<file path="config.mk">
export PLATFORM = sky130hd
export DESIGN_NAME = pixel_timing_ctrl
export DESIGN_NICKNAME = d
export VERILOG_FILES = /design/src/rtl/pixel_timing_ctrl.sv
export SDC_FILE = /design/constraint.sdc
export NUM_CORES = 1
export LEC_CHECK = 0
export BUFFER_PORTS_ARGS = -buffer_cell sky130_fd_sc_hd__buf_2
export CAP_MARGIN = 25
export CORE_ASPECT_RATIO = 0.5
export CORE_MARGIN = 2
export CORE_UTILIZATION = 56
export CTS_CLUSTER_SIZE = 40
export DETAILED_ROUTE_END_ITERATION = 10
export HOLD_SLACK_MARGIN = 0.06
export PLACE_DENSITY = 0.83
export SLEW_MARGIN = 40
export SYNTH_ARGS = -nofsm -noshare
export SYNTH_HDL_FRONTEND = slang
export SYNTH_SLANG_ARGS = --single-unit
</file>
<file path="constraint.sdc">
create_clock -name clk -period 2.9 [get_ports clk]
set_input_delay 0.145 -clock clk [delete_from_list [all_inputs] [get_ports clk]]
set_output_delay 0.145 -clock clk [all_outputs]
set_load 0.03 [all_outputs]
</file>
<file path="src/rtl/pixel_timing_ctrl.sv">
// Stream-timing controller: tracks raster position from de/hsync/vsync, flags
// KSIZE x KSIZE window validity, and delays the controls to match the datapath.
//
// state   | meaning
// WAIT_VS | idle or recovering from a framing error; de ignored until vsync rises
// ACTIVE  | inside a frame; counting pixels and lines

module pixel_timing_ctrl #(
  parameter int H_ACT = 64,
  parameter int V_ACT = 64,
  parameter int KSIZE = 3,
  parameter int LAT   = 5
) (
  input  logic        clk,
  input  logic        rst,
  input  logic        in_de,
  input  logic        in_hsync,
  input  logic        in_vsync,
  output logic        pix_valid,
  output logic [11:0] x,
  output logic [11:0] y,
  output logic        win_valid,
  output logic        frame_start,
  output logic        frame_done,
  output logic        err,
  output logic        al_de,
  output logic        al_hsync,
  output logic        al_vsync,
  output logic        al_win
);

  localparam logic [11:0] H_END = 12'(H_ACT);
  localparam logic [11:0] V_END = 12'(V_ACT);
  localparam logic [11:0] K_MIN = 12'(KSIZE - 1);

  typedef enum logic {
    WAIT_VS = 1'b0,
    ACTIVE  = 1'b1
  } state_t;

  state_t      state_q, state_d;
  logic [11:0] xcnt_q, xcnt_d;
  logic [11:0] ycnt_q, ycnt_d;
  logic        vs_q, de_q;
  logic        vs_rise, de_fall;

  logic        accept;
  logic [11:0] acc_x, acc_y;
  logic        err_d, done_d;

  assign vs_rise = in_vsync & ~vs_q;
  assign de_fall = de_q & ~in_de;

  always_ff @(posedge clk) begin
    if (rst) begin
      state_q <= WAIT_VS;
      xcnt_q  <= '0;
      ycnt_q  <= '0;
      vs_q    <= 1'b1;  // a vsync already high at reset release is not a frame start
      de_q    <= 1'b0;
    end else begin
      state_q <= state_d;
      xcnt_q  <= xcnt_d;
      ycnt_q  <= ycnt_d;
      vs_q    <= in_vsync;
      de_q    <= in_de;
    end
  end

  always_comb begin
    state_d = state_q;
    xcnt_d  = xcnt_q;
    ycnt_d  = ycnt_q;
    accept  = 1'b0;
    acc_x   = xcnt_q;
    acc_y   = ycnt_q;
    err_d   = 1'b0;
    done_d  = 1'b0;
    case (state_q)
      WAIT_VS: begin
        if (vs_rise) begin
          state_d = ACTIVE;
          xcnt_d  = '0;
          ycnt_d  = '0;
        end
      end
      ACTIVE: begin
        if (vs_rise) begin
          // restart wins over everything; an unfinished previous frame is flagged
          xcnt_d = '0;
          ycnt_d = '0;
          err_d  = (ycnt_q != V_END);
          if (in_de) begin
            accept = 1'b1;
            acc_x  = '0;
            acc_y  = '0;
            xcnt_d = 12'd1;
          end
        end else if (in_de && ((xcnt_q == H_END) || (ycnt_q == V_END))) begin
          err_d   = 1'b1;
          state_d = WAIT_VS;
        end else if (in_de) begin
          accept = 1'b1;
          xcnt_d = xcnt_q + 12'd1;
        end else if (de_fall) begin
          if (xcnt_q != H_END) begin
            err_d   = 1'b1;
            state_d = WAIT_VS;
          end else begin
            xcnt_d = '0;
            ycnt_d = ycnt_q + 12'd1;
            done_d = ((ycnt_q + 12'd1) == V_END);
          end
        end
      end
      default: state_d = WAIT_VS;
    endcase
  end

  always_ff @(posedge clk) begin
    if (rst) begin
      pix_valid   <= 1'b0;
      x           <= '0;
      y           <= '0;
      win_valid   <= 1'b0;
      frame_start <= 1'b0;
      frame_done  <= 1'b0;
      err         <= 1'b0;
    end else begin
      pix_valid   <= accept;
      if (accept) begin
        x <= acc_x;
        y <= acc_y;
      end
      win_valid   <= accept && (acc_x >= K_MIN) && (acc_y >= K_MIN);
      frame_start <= accept && (acc_x == 12'd0) && (acc_y == 12'd0);
      frame_done  <= done_d;
      err         <= err_d;
    end
  end

  logic [LAT-1:0] de_sr, hs_sr, vs_sr;

  always_ff @(posedge clk) begin
    if (rst) begin
      de_sr <= '0;
      hs_sr <= '0;
      vs_sr <= '0;
    end else begin
      de_sr[0] <= in_de;
      hs_sr[0] <= in_hsync;
      vs_sr[0] <= in_vsync;
      for (int k = 1; k < LAT; k++) begin
        de_sr[k] <= de_sr[k-1];
        hs_sr[k] <= hs_sr[k-1];
        vs_sr[k] <= vs_sr[k-1];
      end
    end
  end

  assign al_de    = de_sr[LAT-1];
  assign al_hsync = hs_sr[LAT-1];
  assign al_vsync = vs_sr[LAT-1];

  // win_valid is already one register past the input, so its path is one stage shorter
  generate
    if (LAT > 1) begin : g_win_dly
      logic [LAT-2:0] win_sr;
      always_ff @(posedge clk) begin
        if (rst) begin
          win_sr <= '0;
        end else begin
          win_sr[0] <= win_valid;
          for (int k = 1; k < LAT - 1; k++) begin
            win_sr[k] <= win_sr[k-1];
          end
        end
      end
      assign al_win = win_sr[LAT-2];
    end else begin : g_win_pass
      assign al_win = win_valid;
    end
  endgenerate

endmodule

</file>
==> qor.txt, run 1 <==
CP most frequent cell: or4_4
core area: 4980 µm²
Slew Limit Fails: 0
mux contribution to synthesized area: 0.683%
total gr overflow: 0
post-synthesis compound-gate area fraction: 15.5%
Die Width: 106 µm
Max-Cap Viols: 0
area of the multi-input gates: 1330 µm²
Initial Utilization: 58.8%
Num CTS Buffers: 9
Detail Route Antenna Nets: 0
Mapped Area: 2930 µm²
wire length per cell: 14.6 µm
CTS tree: done
setup bufs post-CTS: 0
PD cells: 587 nW/µm²
Final min period: 2.36 ns
row count: 18
WS Path Type: flop to flop
slew margin rel.: 60.5%
Synth Area in Simple Gates: 24.2%
Post-synth ARST share: 0%
Max Buffers Root-to-Sink: 2
GP Congestion: 0.930
CP max FO: 18
antenna violations before repair: 0
clock transition at the registers of the reported paths: 0.08 ns
die area: 5860 µm²
layout cells sized above 1: 18.1%
Worst path max stage delay: 0.55 ns
Final Hold Fails: 0
clk_skew: 0.00881 ns
Tightest Pin Transition: 0.592 ns
largest family of logic cells by synthesized area: simple AND/OR/NAND/NOR gates
Synth Flop Type: dfxtp_1
drt pass-1 iters: 5
CP Data Required Time: 3.19 ns
Synth Area in XOR/XNOR: 3.29%
diode count: 0
register area: 1480 µm²
# port buffers: 37
final hold slack: 0.113 ns
Post-synth EDFFs: 0
Yosys cell types: 41
root buffer cell: clkbuf_8
Die Height: 55.1 µm
H-Tree Depth: 3
internal reg-to-reg setup slack: 0.54 ns
VDD IR-drop max: 0.000304 V
Net Count, Synth: 316
min-delay worst type: primary input to flop
1st-iter DRT viols: 207
Crit-path slowest cell: or4_4
Critical Path AT: 2.65 ns
status: completed
synth warn: 0
Synth-to-Final Area Change: 16.2%
Fmax achieved: 423 MHz
Critical Path Source Type: flop
syn_area_per_cell: 9.54 µm²
total wire length: 6.14 mm
Tcrit/Tclk final: 81.4%
setup_tns: 0 ns
Yosys reg bits: 74
Adder-Cell Fraction of Synth Area: 1.71%
final setup vio count: 0
fillers: 401
total number of vias: 2,445
DRC Markers: 0
io pins: 38
GR Util All Layers: 22.9%
Seq/Total Area, Yosys: 50.6%
Final Power: 2.00 mW
global-route wire length before repair: 10.1 mm
Clock Sinks: 74
layout net count: 353
unrepaired setup endpoints after global routing: false
Worst setup EP type: flop
DPL Wire Length: 4.21 mm
Post-Synthesis Cells: 307
clock latency on the worst-skew pair: 0.35 ns
CP cell instances: or4_4, or4_4, a31oi_4, or3_1, mux2i_1
LEAKAGE: 1.36 nW
vias in the first global route: 2,140
DR vias/cell: 5.84
largest net degree at the start of global routing: 29
-- critical path: cells and delay by family (launching register included) --
kind / cells / cell delay (ns)
compound gates: 1 / 0.46
flops: 1 / 0.37
mux: 1 / 0.17
simple gates: 3 / 1.31
-- per-stage QoR --
stage / setup slack [ns] / instance area [µm²] / instances / utilization, %
finish: 0.538 / 3400 / 419 / 68.4
global route: 0.447 / 3400 / 419 / 68.4
CTS: 0.572 / 3400 / 419 / 68.4
detailed placement: 0.594 / 3150 / 401 / 63.3
global placement: 0.653 / 3150 / 401 / 63.3
floorplan: 0.762 / 2930 / 307 / -
-- area by class of cell --
class | count | area share (%)
multi-input combinational | 206 | 39.1
sequential | 74 | 43.5
clock inverter | 7 | 3.16
timing repair buffer | 43 | 6.91
inverter | 10 | 1.10
clock buffer | 9 | 3.64
tap | 70 | 2.57
-- report_power, final --
group          leakage, nW  internal [mW]  switching (mW)
Combinational        0.651         0.0179          0.0406
Clock                0.114          0.502           0.409
Sequential           0.598           1.02         0.00533
-- kinds of logic (layout without fill, tap and decap cells) --
family                   Yosys count  count (layout)
AND/OR/NAND/NOR                  127             127
flip-flops                        74              74
AO/OA/AOI/OAI                     62              62
buffers and inverters             27              69
XOR/XNOR                          11              11
adder cells (fa/ha/maj)            4               4
multiplexers                       2               2
-- sequential cells by signal, summed over array words and instances (netlist names), 4 cells and up --
| name | count |
|---|---|
| de_sr | 5 |
| g_win_dly.win_sr | 4 |
| hs_sr | 5 |
| vs_sr | 5 |
| x | 12 |
| xcnt_q | 12 |
| y | 12 |
| ycnt_q | 12 |
-- synth_stat cells, drive strengths merged (3+ instances only) --
library cell  count  area (µm²)
inv              10        37.5
buf               7        41.3
a21oi            16        83.8
or3               9        56.3
or4               7        60.1
and4              3        26.3
o21ai            10        50.1
a22o             24         210
nor3              6        30.0
nand4            12        75.1
dfxtp            74        1480
nor2b            20         125
ha                4        50.1
o31ai             3        22.5
xor2              5        43.8
nand3            13        65.1
clkbuf           10        37.5
nand2            17        63.8
nor4              7        43.8
nor2             21        78.8
xnor2             6        52.6
-- placed cells by master (no fill, tap or decap), types with 5 or more instances in the layout --
cell type	synthesis	routed
nand3_1	13	13
a21oi_1	15	15
xnor2_1	6	6
nand2_1	17	17
dfxtp_1	74	74
clkbuf_8	0	9
nor3_1	6	6
or4_1	5	5
nor2_1	21	21
nor4_1	7	7
nand4_1	12	12
buf_2	6	37
o21ai_1	6	6
a22o_1	24	24
inv_1	10	10
or3_1	9	9
xor2_1	5	5
nor2b_1	20	20
-- routing by layer --
| metal | share of wire [%] | vias to the layer above | global-route usage, % |
|---|---|---|---|
| met5 | 0 | - | 0 |
| met4 | 0.52 | 0 | 7.46 |
| met3 | 8.3 | 4 | 8.67 |
| met2 | 46 | 111 | 37.7 |
| met1 | 46 | 1139 | 28.7 |
| li1 | - | 1191 | - |
-- path summary, 6_finish.rpt --
| kind | start | end | cells past startpoint |
|---|---|---|---|
| worst max-delay path | xcnt_q[8] | xcnt_q[5] | 5 |
| worst min-delay path | in_de | de_sr[0] | 3 |
| worst max register to register | xcnt_q[8] | xcnt_q[5] | 5 |
| worst min register to register | vs_sr[0] | vs_sr[1] | 1 |
-- what timing repair did --
item | in CTS | in global routing
hold buffers | 2 | 0
gates resized for setup | 0 | 0
hold endpoints to repair | 3 | 0
No activity file was read; power rests on OpenSTA's default activity.
==> run 2, diff against run 1 <==
==> constraint.sdc (replaced) <==
create_clock -name clk -period 2.3 [get_ports clk]
set_input_delay 0.115 -clock clk [delete_from_list [all_inputs] [get_ports clk]]
set_output_delay 0.115 -clock clk [all_outputs]
set_load 0.03 [all_outputs]
==> run 2 against run 1 <==
Routed wire length grew 11%. Largest power group unchanged. Via count grew 5.4%. Sequential cell count stayed put.
==> qor.txt, run 2 (synthesis results as in run 1) <==
status: completed (unchanged)
Max-Cap Viols: 0 (unchanged)
Num CTS Buffers: 9 (unchanged)
worst slack, placed: 0.0536 ns (was 0.594 ns)
area of the multi-input gates: 1340 µm² (was 1330 µm²)
Slew Limit Fails: 0 (unchanged)
Clock Power Share: 40.2% (was 45.6%)
# port buffers: 37 (unchanged)
GP Congestion: 0.954 (was 0.930)
routing usage on met1: 29.7% (was 28.7%)
largest net degree at the start of global routing: 25 (was 29)
GR Util All Layers: 24.9% (was 22.9%)
unrepaired setup endpoints after global routing: false (unchanged)
fillers: 366 (was 401)
die area: 5860 µm² (unchanged)
Seq pwr share: 55.6% (was 51.5%)
Max Buffers Root-to-Sink: 2 (unchanged)
row count: 18 (unchanged)
min setup slack post-route: 0.0689 ns (was 0.538 ns)
total number of vias: 2,576 (was 2,445)
critical path depth: 6 (was 5)
CP most frequent cell: or4_4 (unchanged)
CTS tree: done (unchanged)
vias in the first global route: 2,298 (was 2,140)
setup_tns: 0 ns (unchanged)
clk_skew: 0.00579 ns (was 0.00881 ns)
placed instance count: 415 (was 401)
DR vias/cell: 5.89 (was 5.84)
Die Width: 106 µm (unchanged)
slew margin rel.: 60.6% (was 60.5%)
H-Tree Depth: 3 (unchanged)
WHS Path Cells: 1 (was 3)
Logic pwr share: 4.2% (was 2.9%)
GR peak layer: met2 (unchanged)
WS Path Type: flop to flop (unchanged)
LEAKAGE: 1.44 nW (was 1.36 nW)
total wire length: 6.80 mm (was 6.14 mm)
met3 usage: 9.72% (was 8.67%)
min-delay worst type: flop to flop (was primary input to flop)
worst-case reg-to-reg path depth: 6 (was 5)
crit-path leading delay family: simple AND/OR/NAND/NOR gates (unchanged)
Critical Path AT: 2.53 ns (was 2.65 ns)
internal reg-to-reg setup slack: 0.07 ns (was 0.54 ns)
CP max FO: 5 (was 18)
final setup vio count: 0 (unchanged)
CP cell instances: or4_4, or4_4, a31oi_4, buf_4, or3_1, mux2i_1 (was or4_4, or4_4, a31oi_4, or3_1, mux2i_1)
PD cells: 659 nW/µm² (was 587 nW/µm²)
P_int: 1.74 mW (was 1.54 mW)
CP bufs+invs: 1 (was 0)
wire length per cell: 15.6 µm (was 14.6 µm)
P_sw: 0.587 mW (was 0.454 mW)
io pins: 38 (unchanged)
Crit-path slowest cell: or4_4 (unchanged)
1st-iter DRT viols: 220 (was 207)
Worst path max stage delay: 0.56 ns (was 0.55 ns)
Layout Cells excl Fill: 437 (was 419)
final hold slack: 0.438 ns (was 0.113 ns)
core area: 4980 µm² (unchanged)
Critical Path Source Type: flop (unchanged)
CP Data Required Time: 2.60 ns (was 3.19 ns)
antenna violations before repair: 0 (unchanged)
Worst setup EP type: flop (unchanged)
DRC Markers: 0 (unchanged)
Clock Sinks: 74 (unchanged)
clock latency on the worst-skew pair: 0.36 ns (was 0.35 ns)
Die Height: 55.1 µm (unchanged)
sw frac: 25.2% (was 22.7%)
root buffer cell: clkbuf_8 (unchanged)
drt pass-1 iters: 5 (unchanged)
DPL Wire Length: 4.57 mm (was 4.21 mm)
global-route wire length before repair: 10.9 mm (was 10.1 mm)
Final min period: 2.23 ns (was 2.36 ns)
commonest non-fill, non-tap cell in the layout: dfxtp_1 (unchanged)
register area: 1480 µm² (unchanged)
Final Hold Fails: 0 (unchanged)
diode count: 0 (unchanged)
layout net count: 371 (was 353)
Tightest Pin Transition: 0.590 ns (was 0.592 ns)
clock transition at the registers of the reported paths: 0.08 ns (about the same)
total gr overflow: 0 (unchanged)
layout cells sized above 1: 21.8% (was 18.1%)
Detail Route Antenna Nets: 0 (unchanged)
VDD IR-drop max: 0.000440 V (was 0.000304 V)
Initial Utilization: 58.8% (unchanged)
Fmax achieved: 448 MHz (was 423 MHz)
met2 Use GR: 43.5% (was 37.7%)
Synth-to-Final Area Change: 20.6% (was 16.2%)
Tcrit/Tclk final: 97.0% (was 81.4%)
most frequent cells in the layout: 74 x dfxtp_1, 37 x buf_2, 24 x a22o_1, 21 x nor2_1, 20 x nor2b_1 (unchanged)
run 2: cell types whose count changed in the layout (fill, tap and decap cells not counted), moves of 2 or more:
cell and change:
bufinv_16 -2, buf_4 +13, dlygate4sd3_1 +2, buf_12 +2
run 2: stage by stage:
step / area, µm² / power [mW] / utilization (%)
2_1_floorplan: 2930 / 1.38 / -
3_3_place_gp: 3280 / 1.41 / 66.0
3_5_place_dp: 3280 / 1.41 / 66.0
4_1_cts: 3510 / 2.34 / 70.5
5_1_grt: 3530 / 2.42 / 71.0
6_report: 3530 / 2.33 / 71.0
run 2: cell type report:
type	count	share of cell area (%)
Sequential cell	74	41.9
Clock buffer	9	3.51
Clock inverter	7	1.74
Multi-Input combinational cell	206	37.8
Tap cell	70	2.48
Timing Repair Buffer	61	11.4
Inverter	10	1.06
run 2: per-layer routing:
metal  up-vias  routed length (µm)  part of all wire [%]
li1       1225                   -                     -
met4         0                  91                   1.3
met5         -                   0                     0
met3        12                 596                   8.8
met1      1221                2900                    43
met2       118                3210                    47
run 2: worst paths after layout:
path          endpoint        from
max          xcnt_q[5]  xcnt_q[11]
min           vs_sr[4]    vs_sr[3]
max reg2reg  xcnt_q[5]  xcnt_q[11]
min reg2reg   vs_sr[4]    vs_sr[3]
run 2: worst register-to-register path: cells and delay by family, from the launching register on:
family	cells	cell delay (ns)
compound gates	1	0.26
buf+inv	1	0.15
flops	1	0.35
mux	1	0.17
simple gates	3	1.23
run 2: power groups by stage:
stage               clock (mW)  combinational [mW]  sequential, mW
floorplan                    0              0.0526            1.33
global placement             0              0.0827            1.32
detailed placement           0              0.0852            1.32
CTS                      0.952              0.0920            1.29
global route              1.02               0.105            1.30
finish                   0.935              0.0982            1.29
run 2: repair_timing:
item | 4_1_cts | 5_1_grt
setup endpoints to repair | 0 | 7
hold endpoints to repair | 6 | 0
hold buffers | 4 | 0
resized for setup | 0 | 2
buffers inserted | 0 | 2
==> run 3, diff against run 2 <==
--- a/config.mk
+++ b/config.mk
@@ -14,6 +14,7 @@
 export DETAILED_ROUTE_END_ITERATION = 10
 export HOLD_SLACK_MARGIN = 0.06
 export PLACE_DENSITY = 0.83
+export SETUP_SLACK_MARGIN = 0.2
 export SLEW_MARGIN = 40
 export SYNTH_ARGS = -nofsm -noshare
 export SYNTH_HDL_FRONTEND = slang
==> run 3 against run 2 <==
Fmax decreased by 0.80%. Sequential share of layout area fell by 3.3 points. First-iteration DRC count grew 28%. Routed wire length is 36% higher. Core utilization grew 6.5 points. Clock power increased by 13%. Design area rose by 9.1%. Global-route usage grew 6.8 points. Count of clock-buffer cells in the layout rose by 1. Sequential power about the same. Final cell count up 2.5%. Total power grew 7.2%. Critical endpoint is now xcnt_q[4]. Highest routed layer unchanged.
==> qor.txt, run 3 (synthesis results as in run 1) <==
vias in the first global route: 2,613 (was 2,298)
status: completed (unchanged)
met3 usage: 11.8% (was 9.72%)
DPL Wire Length: 4.57 mm (about the same)
GP Congestion: 0.940 (was 0.954)
Die Height: 55.1 µm (unchanged)
DR vias/cell: 6.24 (was 5.89)
FF-to-FF End: xcnt_q[4] (was xcnt_q[5])
P_int: 1.90 mW (was 1.74 mW)
WS Path Type: flop to flop (unchanged)
antenna violations before repair: 0 (unchanged)
setup_tns: 0 ns (unchanged)
io pins: 38 (unchanged)
LEAKAGE: 1.57 nW (was 1.44 nW)
clk_skew: 0.0142 ns (was 0.00579 ns)
drt pass-1 iters: 5 (unchanged)
WHS Path Cells: 3 (was 1)
slew margin rel.: 56.2% (was 60.6%)
Final Power: 2.50 mW (was 2.33 mW)
largest net degree at the start of global routing: 29 (was 25)
worst-case reg-to-reg path depth: 7 (was 6)
die area: 5860 µm² (unchanged)
Worst setup EP type: flop (unchanged)
Design Area, Final: 3850 µm² (was 3530 µm²)
hold worst-path end: de_sr[0] (was vs_sr[4])
P_sw: 0.599 mW (was 0.587 mW)
Num CTS Buffers: 9 (unchanged)
unrepaired setup endpoints after global routing: true (was false)
min-delay worst type: primary input to flop (was flop to flop)
routing usage on met1: 36.7% (was 29.7%)
Logic pwr share: 5.6% (was 4.2%)
root buffer cell: clkbuf_8 (unchanged)
Clock Sinks: 74 (unchanged)
GR peak layer: met2 (unchanged)
Clock Power Share: 42.5% (was 40.2%)
commonest non-fill, non-tap cell in the layout: dfxtp_1 (unchanged)
# port buffers: 37 (unchanged)
Slew Limit Fails: 0 (unchanged)
wire length per cell: 20.6 µm (was 15.6 µm)
VDD IR-drop max: 0.000424 V (was 0.000440 V)
GR Util All Layers: 31.8% (was 24.9%)
Final min period: 2.25 ns (was 2.23 ns)
PD cells: 648 nW/µm² (was 659 nW/µm²)
most frequent cells in the layout: 69 x dfxtp_1, 37 x buf_2, 24 x a22o_1, 21 x buf_4 (was 74 x dfxtp_1, 37 x buf_2, 24 x a22o_1, 21 x nor2_1, 20 x nor2b_1)
min-delay src: in_de (was vs_sr[3])
Max-Cap Viols: 0 (unchanged)
clock latency on the worst-skew pair: 0.36 ns (about the same)
Max Buffers Root-to-Sink: 2 (unchanged)
total gr overflow: 0 (unchanged)
critical path launch point: xcnt_q[8] (was xcnt_q[11])
Synth-to-Final Area Change: 31.6% (was 20.6%)
Critical Path AT: 2.53 ns (about the same)
Tcrit/Tclk final: 97.8% (was 97.0%)
CP max FO: 4 (was 5)
CP Data Required Time: 2.58 ns (was 2.60 ns)
global-route wire length before repair: 13.5 mm (was 10.9 mm)
Fmax achieved: 445 MHz (was 448 MHz)
Seq pwr share: 51.9% (was 55.6%)
1st-iter DRT viols: 282 (was 220)
layout cells sized above 1: 30.2% (was 21.8%)
DRC Markers: 0 (unchanged)
Die Width: 106 µm (unchanged)
final setup vio count: 0 (unchanged)
Tightest Pin Transition: 0.650 ns (was 0.590 ns)
met2 Use GR: 55.7% (was 43.5%)
Detail Route Antenna Nets: 0 (unchanged)
core area: 4980 µm² (unchanged)
sw frac: 24.0% (was 25.2%)
Final Hold Fails: 0 (unchanged)
total wire length: 9.21 mm (was 6.80 mm)
row count: 18 (unchanged)
internal reg-to-reg setup slack: 0.05 ns (was 0.07 ns)
clock transition at the registers of the reported paths: 0.09 ns (was 0.08 ns)
diode count: 0 (unchanged)
Initial Utilization: 58.8% (unchanged)
CTS tree: done (unchanged)
Critical Path Source Type: flop (unchanged)
Worst R2R Start: xcnt_q[8] (was xcnt_q[11])
Placement Cell Area: 3300 µm² (was 3280 µm²)
layout net count: 382 (was 371)
total number of vias: 2,794 (was 2,576)
H-Tree Depth: 3 (unchanged)
==> run 3: what timing repair did <==
item                                    in CTS  in global routing
hold buffers                                 2                  0
pin swaps                                   22                 11
gates cloned                                 5                  1
buffers inserted                             8                  1
gates resized for setup                     15                 14
endpoints found under the setup margin      27                 40
hold endpoints to repair                     3                  0
==> run 3: metal layers <==
metal  vias to the layer above  share of wire, %
li1                       1247                 -
met1                      1343                41
met2                       171                48
met3                        33               8.9
met4                         0               2.8
met5                         -                 0
==> run 3: layout make-up <==
cell class / instances / area (µm²)
Sequential cell: 74 / 1490
Multi-Input combinational cell: 206 / 1410
Fill cell: 299 / 1120
Timing Repair Buffer: 72 / 621
Clock buffer: 10 / 138
Tap cell: 70 / 87.6
Clock inverter: 6 / 70.1
Inverter: 10 / 37.5
==> run 3: power by group through the flow <==
stage / Sequential [mW] / Combinational (mW) / Clock, mW
6_report: 1.30 / 0.141 / 1.06
5_1_grt: 1.30 / 0.145 / 1.12
4_1_cts: 1.29 / 0.123 / 1.05
2_1_floorplan: 1.33 / 0.0525 / 0
3_5_place_dp: 1.32 / 0.0876 / 0
3_3_place_gp: 1.32 / 0.0847 / 0
==> run 3: worst max path at each step <==
stage                 to  slack (ns)  cells after the start
2_1_floorplan       x[0]        0.18                      7
3_3_place_gp        x[9]        0.16                      6
3_5_place_dp        x[3]        0.09                      6
4_1_cts        xcnt_q[9]        0.12                      9
5_1_grt        xcnt_q[4]        0.01                      7
6_report       xcnt_q[4]        0.05                      7
==> run 3: worst max-delay path: stages (launching register included) <==
cell       delay, ns
dfxtp_2         0.33
or4_4           0.54
or4_4           0.48
a31oi_4         0.32
buf_12          0.16
clkbuf_16       0.12
o21ai_1         0.06
a21oi_1         0.15
==> run 3: metrics by stage <==
stage | utilization [%] | cells | setup WS, ns | hold slack, ns
2_1_floorplan | - | 307 | 0.180 | 0.222
3_3_place_gp | 66.2 | 415 | 0.162 | 0.326
3_5_place_dp | 66.2 | 415 | 0.0946 | 0.341
4_1_cts | 75.7 | 446 | 0.121 | 0.0658
5_1_grt | 77.4 | 448 | 0.0113 | 0.105
6_report | 77.4 | 448 | 0.0508 | 0.105
